[src/rtl/pipe_pkg.sv]
// Shared pipeline definitions: hazard FSM state encodings, register-specifier
// width and the NOP word loaded into IF/ID on a flush.
package pipe_pkg;

  localparam int REG_W = 5;

  typedef enum logic [1:0] {
    ST_RUN  = 2'd0,
    ST_WAIT = 2'd1,
    ST_HALT = 2'd2
  } state_t;

  localparam logic [31:0] NOP_INSTR = 32'h0000_0000;

endpackage

[src/rtl/hazard_ctrl_sat_counter.sv]
// W-bit saturating up-counter with enable; holds at all-ones instead of wrapping.
module sat_counter #(
  parameter int W = 16
) (
  input  logic         clk,
  input  logic         rst,
  input  logic         en,
  output logic [W-1:0] cnt
);

  logic [W-1:0] cnt_r;

  // Count register: increment when enabled unless already saturated.
  always_ff @(posedge clk or posedge rst) begin
    if (rst) begin
      cnt_r <= {W{1'b0}};
    end else if (en && (cnt_r != {W{1'b1}})) begin
      cnt_r <= cnt_r + {{(W-1){1'b0}}, 1'b1};
    end else begin
      cnt_r <= cnt_r;
    end
  end

  assign cnt = cnt_r;

endmodule

[src/rtl/hazard_ctrl.sv]
// Pipeline hazard/freeze/halt control for the 5-stage core (Mealy control outputs).
// Define HAZARD_PERF_CNT_EN to build the stall/flush performance counters.
module hazard_ctrl
  import pipe_pkg::*;
#(
  parameter int REG_W = pipe_pkg::REG_W,
  parameter int CNT_W = 16
) (
  input  logic             clk,
  input  logic             rst,
  input  logic [REG_W-1:0] id_rs,
  input  logic [REG_W-1:0] id_rt,
  input  logic             id_uses_rs,
  input  logic             id_uses_rt,
  input  logic             ex_memread,
  input  logic [REG_W-1:0] ex_rt,
  input  logic             ex_branch_taken,
  input  logic             mem_busy,
  input  logic             halt_req,
  input  logic             resume,
  output logic             pc_we,
  output logic             ifid_we,
  output logic             ifid_flush,
  output logic             idex_flush,
  output logic [CNT_W-1:0] stall_cnt,
  output logic [CNT_W-1:0] flush_cnt,
  output logic [1:0]       state
);

  state_t state_r;
  state_t state_nxt_s;
  logic   load_use_s;
  logic   pc_we_s;
  logic   ifid_we_s;
  logic   ifid_flush_s;
  logic   idex_flush_s;

  // r0 is hard-wired zero, so a load targeting it never creates a dependency.
  assign load_use_s = ex_memread && (ex_rt != {REG_W{1'b0}}) &&
                      ((id_uses_rs && (id_rs == ex_rt)) ||
                       (id_uses_rt && (id_rt == ex_rt)));

  // State register.
  always_ff @(posedge clk or posedge rst) begin
    if (rst) begin
      state_r <= ST_RUN;
    end else begin
      state_r <= state_nxt_s;
    end
  end

  // Next state and prioritised control outputs.
  always_comb begin
    state_nxt_s  = ST_RUN;
    pc_we_s      = 1'b0;
    ifid_we_s    = 1'b0;
    ifid_flush_s = 1'b1;
    idex_flush_s = 1'b1;
    if (rst) begin
      state_nxt_s = ST_RUN;
    end else begin
      case (state_r)
        ST_HALT: begin
          ifid_flush_s = 1'b0;
          idex_flush_s = 1'b1;
          if (resume && !halt_req) begin
            state_nxt_s = ST_RUN;
          end else begin
            state_nxt_s = ST_HALT;
          end
        end
        ST_RUN, ST_WAIT: begin
          if (halt_req) begin
            ifid_flush_s = 1'b0;
            idex_flush_s = 1'b1;
            state_nxt_s  = ST_HALT;
          end else if (mem_busy) begin
            ifid_flush_s = 1'b0;
            idex_flush_s = 1'b0;
            state_nxt_s  = ST_WAIT;
          end else if (ex_branch_taken) begin
            // IF/ID write is enabled but the flush overrides it.
            pc_we_s      = 1'b1;
            ifid_we_s    = 1'b1;
            ifid_flush_s = 1'b1;
            idex_flush_s = 1'b1;
          end else if (load_use_s) begin
            ifid_flush_s = 1'b0;
            idex_flush_s = 1'b1;
          end else begin
            pc_we_s      = 1'b1;
            ifid_we_s    = 1'b1;
            ifid_flush_s = 1'b0;
            idex_flush_s = 1'b0;
          end
        end
        default: begin
          state_nxt_s = ST_RUN;
        end
      endcase
    end
  end

  assign pc_we      = pc_we_s;
  assign ifid_we    = ifid_we_s;
  assign ifid_flush = ifid_flush_s;
  assign idex_flush = idex_flush_s;
  assign state      = state_r;

`ifdef HAZARD_PERF_CNT_EN
  logic stall_en_s;
  logic flush_en_s;

  assign stall_en_s = !rst && !pc_we_s;
  assign flush_en_s = !rst && (state_r != ST_HALT) && !halt_req && !mem_busy &&
                      ex_branch_taken;

  sat_counter #(.W(CNT_W)) u_stall_cnt (
    .clk (clk),
    .rst (rst),
    .en  (stall_en_s),
    .cnt (stall_cnt)
  );

  sat_counter #(.W(CNT_W)) u_flush_cnt (
    .clk (clk),
    .rst (rst),
    .en  (flush_en_s),
    .cnt (flush_cnt)
  );
`else
  assign stall_cnt = {CNT_W{1'b0}};
  assign flush_cnt = {CNT_W{1'b0}};
`endif

endmodule

[config.mk]
export PLATFORM = sky130hd
export DESIGN_NAME = hazard_ctrl
export DESIGN_NICKNAME = d
export VERILOG_FILES = /design/src/rtl/pipe_pkg.sv /design/src/rtl/hazard_ctrl_sat_counter.sv /design/src/rtl/hazard_ctrl.sv
export SDC_FILE = /design/constraint.sdc
export NUM_CORES = 1
export LEC_CHECK = 0
export ABC_AREA = 1
export CORE_AREA = 3 3 54 46
export DETAILED_ROUTE_END_ITERATION = 7
export DIE_AREA = 0 0 57 49
export HOLD_SLACK_MARGIN = 0.08
export PLACE_DENSITY = 0.91
export SLEW_MARGIN = 20
export SYNTH_ARGS = -nofsm -noshare
export SYNTH_HDL_FRONTEND = slang
export SYNTH_HIERARCHICAL = 1
export SYNTH_SLANG_ARGS = --single-unit
[constraint.sdc]
create_clock -name clk -period 3.4 [get_ports clk]
set_clock_uncertainty 0.2 [all_clocks]
set_input_delay 0.51 -clock clk [delete_from_list [all_inputs] [get_ports clk]]
set_output_delay 0.51 -clock clk [all_outputs]
set_load 0.02 [all_outputs]
==> qor.txt, run 1 <==
Count of mapped cells out of synthesis: 110
Clock input transition at the sequential cells of the worst setup and hold paths: 30 ps
Path category of the worst min-delay check: input port to async pin
Max Transition Viols Final: 0
Clock tree from TritonCTS: done
Antenna violations before repair: 0
Global-route wire length before repair: 1.96 mm
Number of buffers inserted by post-CTS setup repair: 0
Number of diodes added for antenna fixing: 0
FF-to-FF End: state[0]$_DFF_PP0_
Crit path buffers/inverters: 3
Final hold vios: 0
Largest area contributor in the netlist: buf_4
Max reg flops: 2
Setup repair after global routing missed its margin: false
CTS Hold Buffers Added: 0
Reg-to-reg setup timing slack: 2400 ps
Crit path DAT: 2200 ps
Maximum frequency from static timing analysis: 343 MHz
Remaining antenna violation count: 0
Die boundary width: 57 um
Setup Total Neg Slack: 0 ps
RD Place Congestion: 0.768
Pre-CTS setup slack: 486 ps
Cell at the slowest stage of the critical path: clkdlybuf4s50_1
Effective utilization at floorplan: 31.0%
Final hold slack: 295 ps
Met1 track utilization from global routing: 9.38%
Filler-free cell count of the finished design: 164
CP max stage delay: 600 ps
Data required time of the critical path: 2690 ps
Average footprint of a synthesized cell: 5.44 um2
Maximum Capacitance Violations: 0
GRT Util Overall: 8.91%
CP Launch Type: input port
Capture point of the worst path: idex_flush
Most frequent CP cell: nand2_1
Launch point of the worst path: ex_rt[3]
Min cycle time layout: 2910 ps
Count of clock tree sinks: 2
Largest net degree at the start of global routing: 5
Power density over the cells: 215 nW/um2
DRC violation count after routing: 0
Vias after detailed routing: 579
Leakage: 0.488 nW
Area enclosed by the die boundary: 2790 um2
Number of cells upsized or downsized after cts: 0
Number of global-route vias before repair: 473
Via/cell ratio: 3.53
Area growth syn-to-layout: 35.4%
Placeable core region: 1930 um2
Number of port buffers: 29
H-tree depth reported by CTS: 1
Global route total overflow: 0
Detailed-routing iteration count for the pre-antenna-repair pass: 4
Dominant cells by area after synthesis: buf_4 41%, nand2_1 20%, inv_1 11%, dfrtp_1 8.4%, nor2_1 7.5%
Register area share after synthesis: 8.37%
Number of cells in the design after placement: 161
Cell type group with the largest total delay on the critical path: buffers and inverters
Initial DRC count: 9
Half-perimeter wire length after placement: 1.21 mm
Routed Wire Length: 1.29 mm
Startpoint of the most critical register-to-register path: state[1]$_DFF_PP0_
I/O pin count: 62
Global Route met2 Usage: 15.6%
Endpoints failing setup: 0
Layout cells sized above 1: 3.57%
Number of buffers inserted during clock tree synthesis: 3
Post-DR wirelength/cell: 7.85 um
Run status: finished clean
Critical path class: input port to output pin
Die span in y: 49 um
Count of warnings emitted by yosys: 6
Clock root cell: clkbuf_4
Placement row count: 14
Met3 usage: 2.38%
Share of Yosys cell area claimed by the top area cell type: 41.4%
Worst setup EP type: output pin
Buffer depth of the longest clock path: 2
Busiest layer in global routing: met2
Tcrit/Tclk final: 85.7%
Crit path max fanout: 4
Peak supply drop: 0.0990 mV
NumNets Final: 166
Clock latency of the later-clocked register in the worst-skew pair: 220 ps
Worst Reg2Reg Path Length in Cells: 3
Fraction of synthesis flops using an asynchronous set or reset pin: 100%
Top flip-flop cell by instance count after synthesis: dfrtp_1
Final critical-path setup slack: 488 ps
Cell-by-cell trace of the critical path: clkdlybuf4s50_1, inv_1, nand2_1, nand2_1, nor2_1, nand3_1, nand2_1, nand3_1, nand2_1, clkdlybuf4s50_1
WP depth: 10
Number of synthesized register bits: 2
Number of synthesized flops with an enable pin: 0
Post-route core utilization: 42.0%
Number of distinct library cell variants in the gate-level netlist after synthesis: 13
Post-synth design cell area: 598 um2
==> layer usage <==
metal	routed length (um)	up-vias	share of wire [%]
li1	-	317	-
met1	520	237	40
met2	668	25	52
met3	99	0	7.7
met4	0	0	0
met5	0	-	0
==> area by class of cell <==
class	instances	area (um2)
Sequential cell	2	50.0
Timing Repair Buffer	29	290
Tap cell	24	30.0
Inverter	19	71.3
Clock buffer	3	22.5
Multi-Input combinational cell	87	345
Fill cell	214	1120
==> worst min path at each step <==
stage | end | startpoint | cells past startpoint
finish | state[0]$_DFF_PP0_ | rst | 2
global route | state[1]$_DFF_PP0_ | rst | 2
CTS | state[0]$_DFF_PP0_ | rst | 2
detailed placement | state[1]$_DFF_PP0_ | state[0]$_DFF_PP0_ | 2
global placement | state[1]$_DFF_PP0_ | state[0]$_DFF_PP0_ | 2
floorplan | state[0]$_DFF_PP0_ | rst | 1
==> logic make-up after synthesis <==
logic type | after synthesis | share of synthesized area [%]
buffers and inverters | 52 | 53.3
AOI/OAI and AO/OA | 4 | 3.77
other | 1 | 0.627
and+or+nand+nor | 51 | 33.9
DFF | 2 | 8.37
==> where the power goes <==
part | total [W] | switching (W) | internal, W
clock | 0.0000498 | 0.0000111 | 0.0000387
combinational | 0.0000983 | 0.0000597 | 0.0000386
sequential | 0.0000262 | 0.000000982 | 0.0000252
total | 0.000174 | 0.0000718 | 0.000103
==> cells in the mapped netlist, types with 2 or more instances <==
master and n:
buf_4 33, nor2_1 12, inv_1 18, dfrtp_1 2, a21oi_1 2, nand3_1 5, nand2_1 32
==> worst register-to-register path, cell delays in order, from the launching register on <==
cell,delay [ps]
dfrtp_1,390
nor2_1,140
nand2_1,100
nor2_1,90
==> placed cells by master (no fill, tap or decap) <==
master	n
nand4_1	1
nand3_1	5
clkdlybuf4s50_1	29
inv_1	18
nand2_2	1
nand2_1	32
nor2_1	12
a21oi_1	2
o21ai_0	1
inv_2	1
conb_1	32
dfrtp_1	2
o21a_1	1
clkbuf_4	3
==> through the flow <==
stage               cell area, um2  power, W
floorplan                      714  0.000113
global placement               787  0.000124
detailed placement             787  0.000124
CTS                            810  0.000177
global route                   810  0.000191
finish                         810  0.000174
Note: power is estimated with default switching activity, not from simulation.
==> run 2, diff against run 1 <==
Settings changed: PLACE_DENSITY 0.91 to 0.82.
==> run 2 against run 1 <==
  * Non-clock buffer count did not move
  * Cell count did not move
  * Cell area did not move
  * Die area did not move
  * Critical endpoint is now pc_we
==> qor.txt, run 2 (same netlist as run 1, synthesis figures left out) <==
Number of port buffers: 29 (unchanged)
RD Place Congestion: 0.854 (+11%)
Peak supply drop: 0.134 mV (+35%)
Number of cells in the design after placement: 161 (unchanged)
Routed Wire Length: 1.34 mm (+4.3%)
Power density over the cells: 220 nW/um2 (+2.0%)
Max Transition Viols Final: 0 (unchanged)
Vias after detailed routing: 601 (+3.8%)
Cell-by-cell trace of the critical path: clkdlybuf4s50_1, inv_1, nand4_1, o21ai_0, inv_1, nand3_1, nand2_1, inv_1, clkdlybuf4s50_1
Post-route core utilization: 42.0% (unchanged)
Half-perimeter wire length after placement: 1.17 mm (-2.7%)
Path category of the worst min-delay check: input port to async pin
Effective utilization at floorplan: 31.0% (unchanged)
Total power: 0.000178 W (+2.0%)
Switching share of power: 42.2% (+1.0 points)
Number of buffers inserted by post-CTS setup repair: 0 (unchanged)
Via/cell ratio: 3.66 (+3.8%)
GRT Util Overall: 9.56% (+0.65 points)
Post-DR wirelength/cell: 8.19 um (+4.3%)
Net load switching power: 0.0000750 W (+4.5%)
Die span in y: 49 um (unchanged)
Data required time of the critical path: 2690 ps (about the same)
Cell type group with the largest total delay on the critical path: buffers and inverters
Filler-free cell count of the finished design: 164 (unchanged)
Clock tree from TritonCTS: done
Crit path buffers/inverters: 5 (+2)
Remaining antenna violation count: 0 (unchanged)
Area growth syn-to-layout: 35.4% (unchanged)
Area enclosed by the die boundary: 2790 um2 (unchanged)
Startpoint of the most critical register-to-register path: state[1]$_DFF_PP0_
Largest net degree at the start of global routing: 5 (unchanged)
Buffer depth of the longest clock path: 2 (unchanged)
Clock latency of the later-clocked register in the worst-skew pair: 220 ps (about the same)
Pre-CTS setup slack: 490 ps (+3.58 ps)
H-tree depth reported by CTS: 1 (unchanged)
CP max stage delay: 600 ps (about the same)
CP Launch Type: input port
Number of diodes added for antenna fixing: 0 (unchanged)
Final hold vios: 0 (unchanged)
Crit path max fanout: 3 (-1)
Final critical-path setup slack: 483 ps (-5.14 ps)
Critical path class: input port to output pin
Commonest cells after routing, fill and taps aside: 32 x nand2_1, 32 x conb_1, 29 x clkdlybuf4s50_1, 18 x inv_1, 12 x nor2_1
Setup Total Neg Slack: 0 ps (unchanged)
Clock root cell: clkbuf_4
Layout cells sized above 1: 3.57% (unchanged)
Launch point of the worst path: ex_rt[1]
Setup repair after global routing missed its margin: false
Run status: finished clean
Placeable core region: 1930 um2 (unchanged)
Placement row count: 14 (unchanged)
Antenna violations before repair: 0 (unchanged)
Global route total overflow: 0 (unchanged)
Maximum Capacitance Violations: 0 (unchanged)
Combinational cell fraction of total power: 55.5% (-0.9 points)
Initial DRC count: 9 (unchanged)
Maximum frequency from static timing analysis: 343 MHz (-0.18%)
Global-route wire length before repair: 2.22 mm (+13%)
Number of buffers inserted during clock tree synthesis: 3 (unchanged)
Die boundary width: 57 um (unchanged)
I/O pin count: 62 (unchanged)
Most frequent CP cell: inv_1
Clock input transition at the sequential cells of the worst setup and hold paths: 30 ps (about the same)
Filler cell count in the final layout: 219 (+2.3%)
Register share of total power: 14.8% (-0.2 points)
CTS Hold Buffers Added: 0 (unchanged)
Count of clock tree sinks: 2 (unchanged)
Cell Int Power: 0.000103 W (+0.24%)
Min cycle time layout: 2920 ps (+5.14 ps)
NumNets Final: 166 (unchanged)
DRC violation count after routing: 0 (unchanged)
Clock share of power: 29.7% (+1.1 points)
Number of global-route vias before repair: 525 (+11%)
Crit path DAT: 2210 ps (about the same)
Cell at the slowest stage of the critical path: clkdlybuf4s50_1
Endpoints failing setup: 0 (unchanged)
Number of cells upsized or downsized after cts: 0 (unchanged)
Max reg flops: 2 (unchanged)
Worst setup EP type: output pin
Detailed-routing iteration count for the pre-antenna-repair pass: 2 (-2)
Leakage: 0.488 nW (unchanged)
Tcrit/Tclk final: 85.8% (+0.15 points)
run 2: cell counts in the layout (fill, tap and decap cells not counted):
No cell type changed its count.
run 2: final timing paths:
path	endpoint	slack [ps]	cells after the start
min in group clk	state[1]$_DFF_PP0_	360	2
max in group asynchronous	state[0]$_DFF_PP0_	2600	2
worst max-delay path	pc_we	480	9
worst max register to register	state[0]$_DFF_PP0_	2370	3
worst min register to register	state[1]$_DFF_PP0_	360	2
worst min-delay path	state[1]$_DFF_PP0_	280	2
run 2: routing by layer:
metal	global-route usage, %	routed length (um)
met4	3.47	0
met1	9.84	500
met3	3.44	130
met5	0	0
met2	17.5	712
run 2: final cells by class:
type / instances / area (um2) / area share (%)
well taps: 24 / 30.0 / 3.71
inverters: 19 / 71.3 / 8.81
flip-flops and latches: 2 / 50.0 / 6.18
repair buffers: 29 / 290 / 35.9
multi-input cells: 87 / 345 / 42.7
clock buffers: 3 / 22.5 / 2.78
run 2: power groups by stage:
stage / combinational (W) / clock [W] / sequential (W)
floorplan: 0.0000848 / 0 / 0.0000279
CTS: 0.0000982 / 0.0000552 / 0.0000262
global placement: 0.0000964 / 0 / 0.0000263
detailed placement: 0.0000977 / 0 / 0.0000264
global route: 0.000108 / 0.0000598 / 0.0000263
finish: 0.0000988 / 0.0000528 / 0.0000262
run 2: stage by stage:
stage | cell area (um2) | hold slack [ps]
finish | 810 | 276
CTS | 810 | 271
floorplan | 714 | 59.5
global placement | 787 | 343
global route | 810 | 286
detailed placement | 787 | 369
==> RTL change 1: new RTL, config.mk and constraints of run 1 <==
Set the parameter `CNT_W` to 32 (it was 16).
--- a/src/rtl/hazard_ctrl.sv
+++ b/src/rtl/hazard_ctrl.sv
@@ -4,7 +4,7 @@
   import pipe_pkg::*;
 #(
   parameter int REG_W = pipe_pkg::REG_W,
-  parameter int CNT_W = 16
+  parameter int CNT_W = 32
 ) (
   input  logic             clk,
   input  logic             rst,
Ports: changed (resized flush_cnt and stall_cnt); port bits go from 62 to 94. No check against the original RTL was run, so the function may have changed too.
==> RTL change 1 against run 1 <==
Sequential cell count stayed put; power is 18% higher; synthesized area is 40% higher; count of clock-buffer cells in the layout stayed put; wire length is 20% higher; cell area is 15% higher; worst hold slack worse by 0.0063 ns; worst setup slack better by 0.011 ns; largest cell class unchanged.
==> RTL change 1: results (changes against run 1) <==
* Pwr per Cell Area at 222.0 mW/mm2 (was 215.4 mW/mm2)
* Area of placed instances at 907.1 um2 (was 787.0 um2)
* Switching portion of total power at 0.5034 (was 0.4118)
* CP startpoint: ex_rt[0] (was ex_rt[3])
* Placed Cells incl. Taps at 193 (was 161)
* RD Place Congestion at 0.7731 (was 0.7683)
* Finished Layout Cells at 196 (was 164)
* Post-CTS sizing at 0 (unchanged)
* Vias in the first global route at 529 (was 473)
* Peak supply drop at 74.24 uV (was 99.04 uV)
* Antenna diode instance count at 0 (unchanged)
* GRT Overall Usage at 0.09714 (was 0.08909)
* Post-DP HPWL at 1437 um (was 1207 um)
* First-pass GRT wire length at 2214 um (was 1959 um)
* Drt total wl at 1542 um (was 1288 um)
* Worst hold margin at 0.2884 ns (was 0.2947 ns)
* Top cells by count, synth: buf_4, nand2_1, inv_1, nor2_1, nand3_1 (unchanged)
* Status: finished, final reports clean (unchanged)
* GR Layer Usage met3 at 0.01587 (was 0.02381)
* Initial DRC Count at 15 (was 9)
* Setup WS pre-CTS at 0.4850 ns (was 0.4862 ns)
* Main area contributors after synthesis: buf_4, nand2_1, inv_1, dfrtp_1, nor2_1 (unchanged)
* Cells after synthesis at 142 (was 110)
* Share of cells above drive strength 1 at 0.02907 (was 0.03571)
* Met1 usage at 0.09672 (was 0.09375)
* Comb. pwr at 131 uW (was 98.3 uW)
-- RTL change 1: changes by cell type after synthesis --
cell   before  now
buf_4      33   65
-- RTL change 1: layout make-up --
type                            count  area, um2
Inverter                           19      71.32
Timing Repair Buffer               29      290.3
Clock buffer                        3      22.52
Fill cell                         208      997.2
Tap cell                           24      30.03
Sequential cell                     2      50.05
Multi-Input combinational cell    119      465.4
-- RTL change 1: cells by family (layout without fill, tap and decap cells) --
family                 count (synthesis)  count (layout)  synth area share
buffers and inverters                 84              51            0.6672
AND/OR/NAND/NOR                       51              51            0.2418
AO/OA/AOI/OAI                          4               4           0.02686
flip-flops                             2               2           0.05970
other                                  1              64          0.004473
-- RTL change 1: critical path, delay by kind of cell --
family	cells	cell delay [ns]
buffers and inverters	3	1.19
AND/OR/NAND/NOR	7	0.49
-- RTL change 1: routing by layer --
layer | vias to the layer above | wire length [um]
met2 | 47 | 801
met5 | - | 0
met1 | 261 | 514
met3 | 0 | 226
li1 | 352 | -
met4 | 0 | 0
==> RTL change 2: new RTL, config.mk and constraints of run 1 <==
Made on the original files. Make the reset (`rst`) synchronous in one clocked block.
--- a/src/rtl/hazard_ctrl.sv
+++ b/src/rtl/hazard_ctrl.sv
@@ -41,7 +41,7 @@
                        (id_uses_rt && (id_rt == ex_rt)));
 
   // State register.
-  always_ff @(posedge clk or posedge rst) begin
+  always_ff @(posedge clk) begin
     if (rst) begin
       state_r <= ST_RUN;
     end else begin
Function: differs if rst is asserted again (counterexample within 4 cycles, from zero or initial values and one cycle with rst high); with rst held inactive, the same outputs for 10 cycles.
==> RTL change 2 against run 1 <==
Power grew 2.4%; sequential cell count stayed put; wire length grew 1.9%; cell area decreased by 0.15%; synthesized area is 0.21% lower; register-to-register slack better by 0.03 ns; worst setup slack got worse by 0.056 ns; critical endpoint unchanged; largest power group unchanged; highest routed layer unchanged.
==> RTL change 2: results (changes against run 1) <==
* WL met3 at 118 um (was 99 um)
* Hold path cells at 3
* Layout Nets at 166 (unchanged)
* Max FFs per register at 2 (unchanged)
* Post-CTS setup buffers at 0 (unchanged)
* Sequential share of the synthesized area at 0.06709 (was 0.08368)
* Clk root buf: clkbuf_4 (unchanged)
* Detail Route met2 WL at 730 um (was 668 um)
* CP max FO at 4 (unchanged)
* CP arrival at 2.26 ns (was 2.20 ns)
* Worst Hold End: state[1]
* Initial DRC Count at 13 (was 9)
* GRT Overall Usage at 0.08797 (was 0.08909)
* Cts bufs inserted at 3 (unchanged)
* Max incr delay on CP at 0.62 ns (was 0.60 ns)
* DRT met1 WL at 463 um (was 520 um)
* Main area contributors after synthesis: buf_4, nand2_1, inv_1, dfxtp_1, nor2_1 (was buf_4, nand2_1, inv_1, dfrtp_1, nor2_1)
* Initial antenna violation count at 0 (unchanged)
* Synth Area in Compound Gates at 0.05451 (was 0.03766)
* Met1 usage at 0.08736 (was 0.09375)
* Status: finished, final reports clean (unchanged)
* Grt met2 use at 0.1692 (was 0.1559)
* Share of cells above drive strength 1 at 0.07857 (was 0.03571)
* GR Layer Usage met3 at 0.01587 (was 0.02381)
* R2R Setup Slk at 2.43 ns (was 2.40 ns)
* Reg-to-reg endpoint: state[0] (unchanged)
* Unique masters post-synth at 15 (was 13)
* Leak at 0.0004766 uW (was 0.0004883 uW)
* Post-Synth XOR/XNOR Area at 0 (unchanged)
* First-pass GRT wire length at 1980 um (was 1959 um)
* Pin count of the biggest net entering global routing at 7 (was 5)
* Pre-antenna DRT Iters at 4 (unchanged)
* RD Place Congestion at 0.8067 (was 0.7683)
* HP Class: flip-flop to flip-flop (was input pin to async pin)
* Post-DP HPWL at 1166 um (was 1207 um)
* YS warnings at 6 (unchanged)
* Routed len/inst at 8.000 um (was 7.854 um)
* Async SR Flop Fraction at 0 (was 1.000)
* Average via count per standard cell at 3.567 (was 3.530)
* Top cells by count, synth: buf_4, nand2_1, inv_1, nor2_1, inv_2 (was buf_4, nand2_1, inv_1, nor2_1, nand3_1)
* CP max-delay cell: clkdlybuf4s50_1 (unchanged)
* Critical R2R Launch: state[1] (unchanged)
* Top FF cell, synth: dfxtp_1 (was dfrtp_1)
* Vias in the first global route at 484 (was 473)
* Peak supply drop at 135.0 uV (was 99.04 uV)
* Post-CTS sizing at 0 (unchanged)
==> RTL change 2: power breakdown <==
part	internal (uW)	total [uW]	switching [uW]	leakage [uW]
logic	39.5	101	61.0	0.000446
registers	25.0	26.4	1.48	0.0000165
clock network	38.9	51.5	12.6	0.0000138
total	103	178	75.1	0.000477
==> RTL change 2: layout make-up <==
class	count	area (um2)
clock buffer	3	22.52
timing repair buffer	29	290.3
multi-input combinational	86	350.3
inverter	20	75.07
tap	24	30.03
sequential	2	40.04
fill	207	1119
==> RTL change 2: metrics by stage <==
step	instance area [um2]	instances	setup slack, ns	power, uW	hold slack (ns)
final	808.3	164	0.4316	178.5	0.3569
after global routing	808.3	164	0.2990	192.7	0.4169
after CTS	808.3	164	0.4325	182.5	0.3635
after detailed placement	785.8	161	0.4456	126.2	0.3543
after global placement	785.8	161	0.4508	125.1	0.3338
after floorplan	713.2	141	1.352	113.9	0.4417
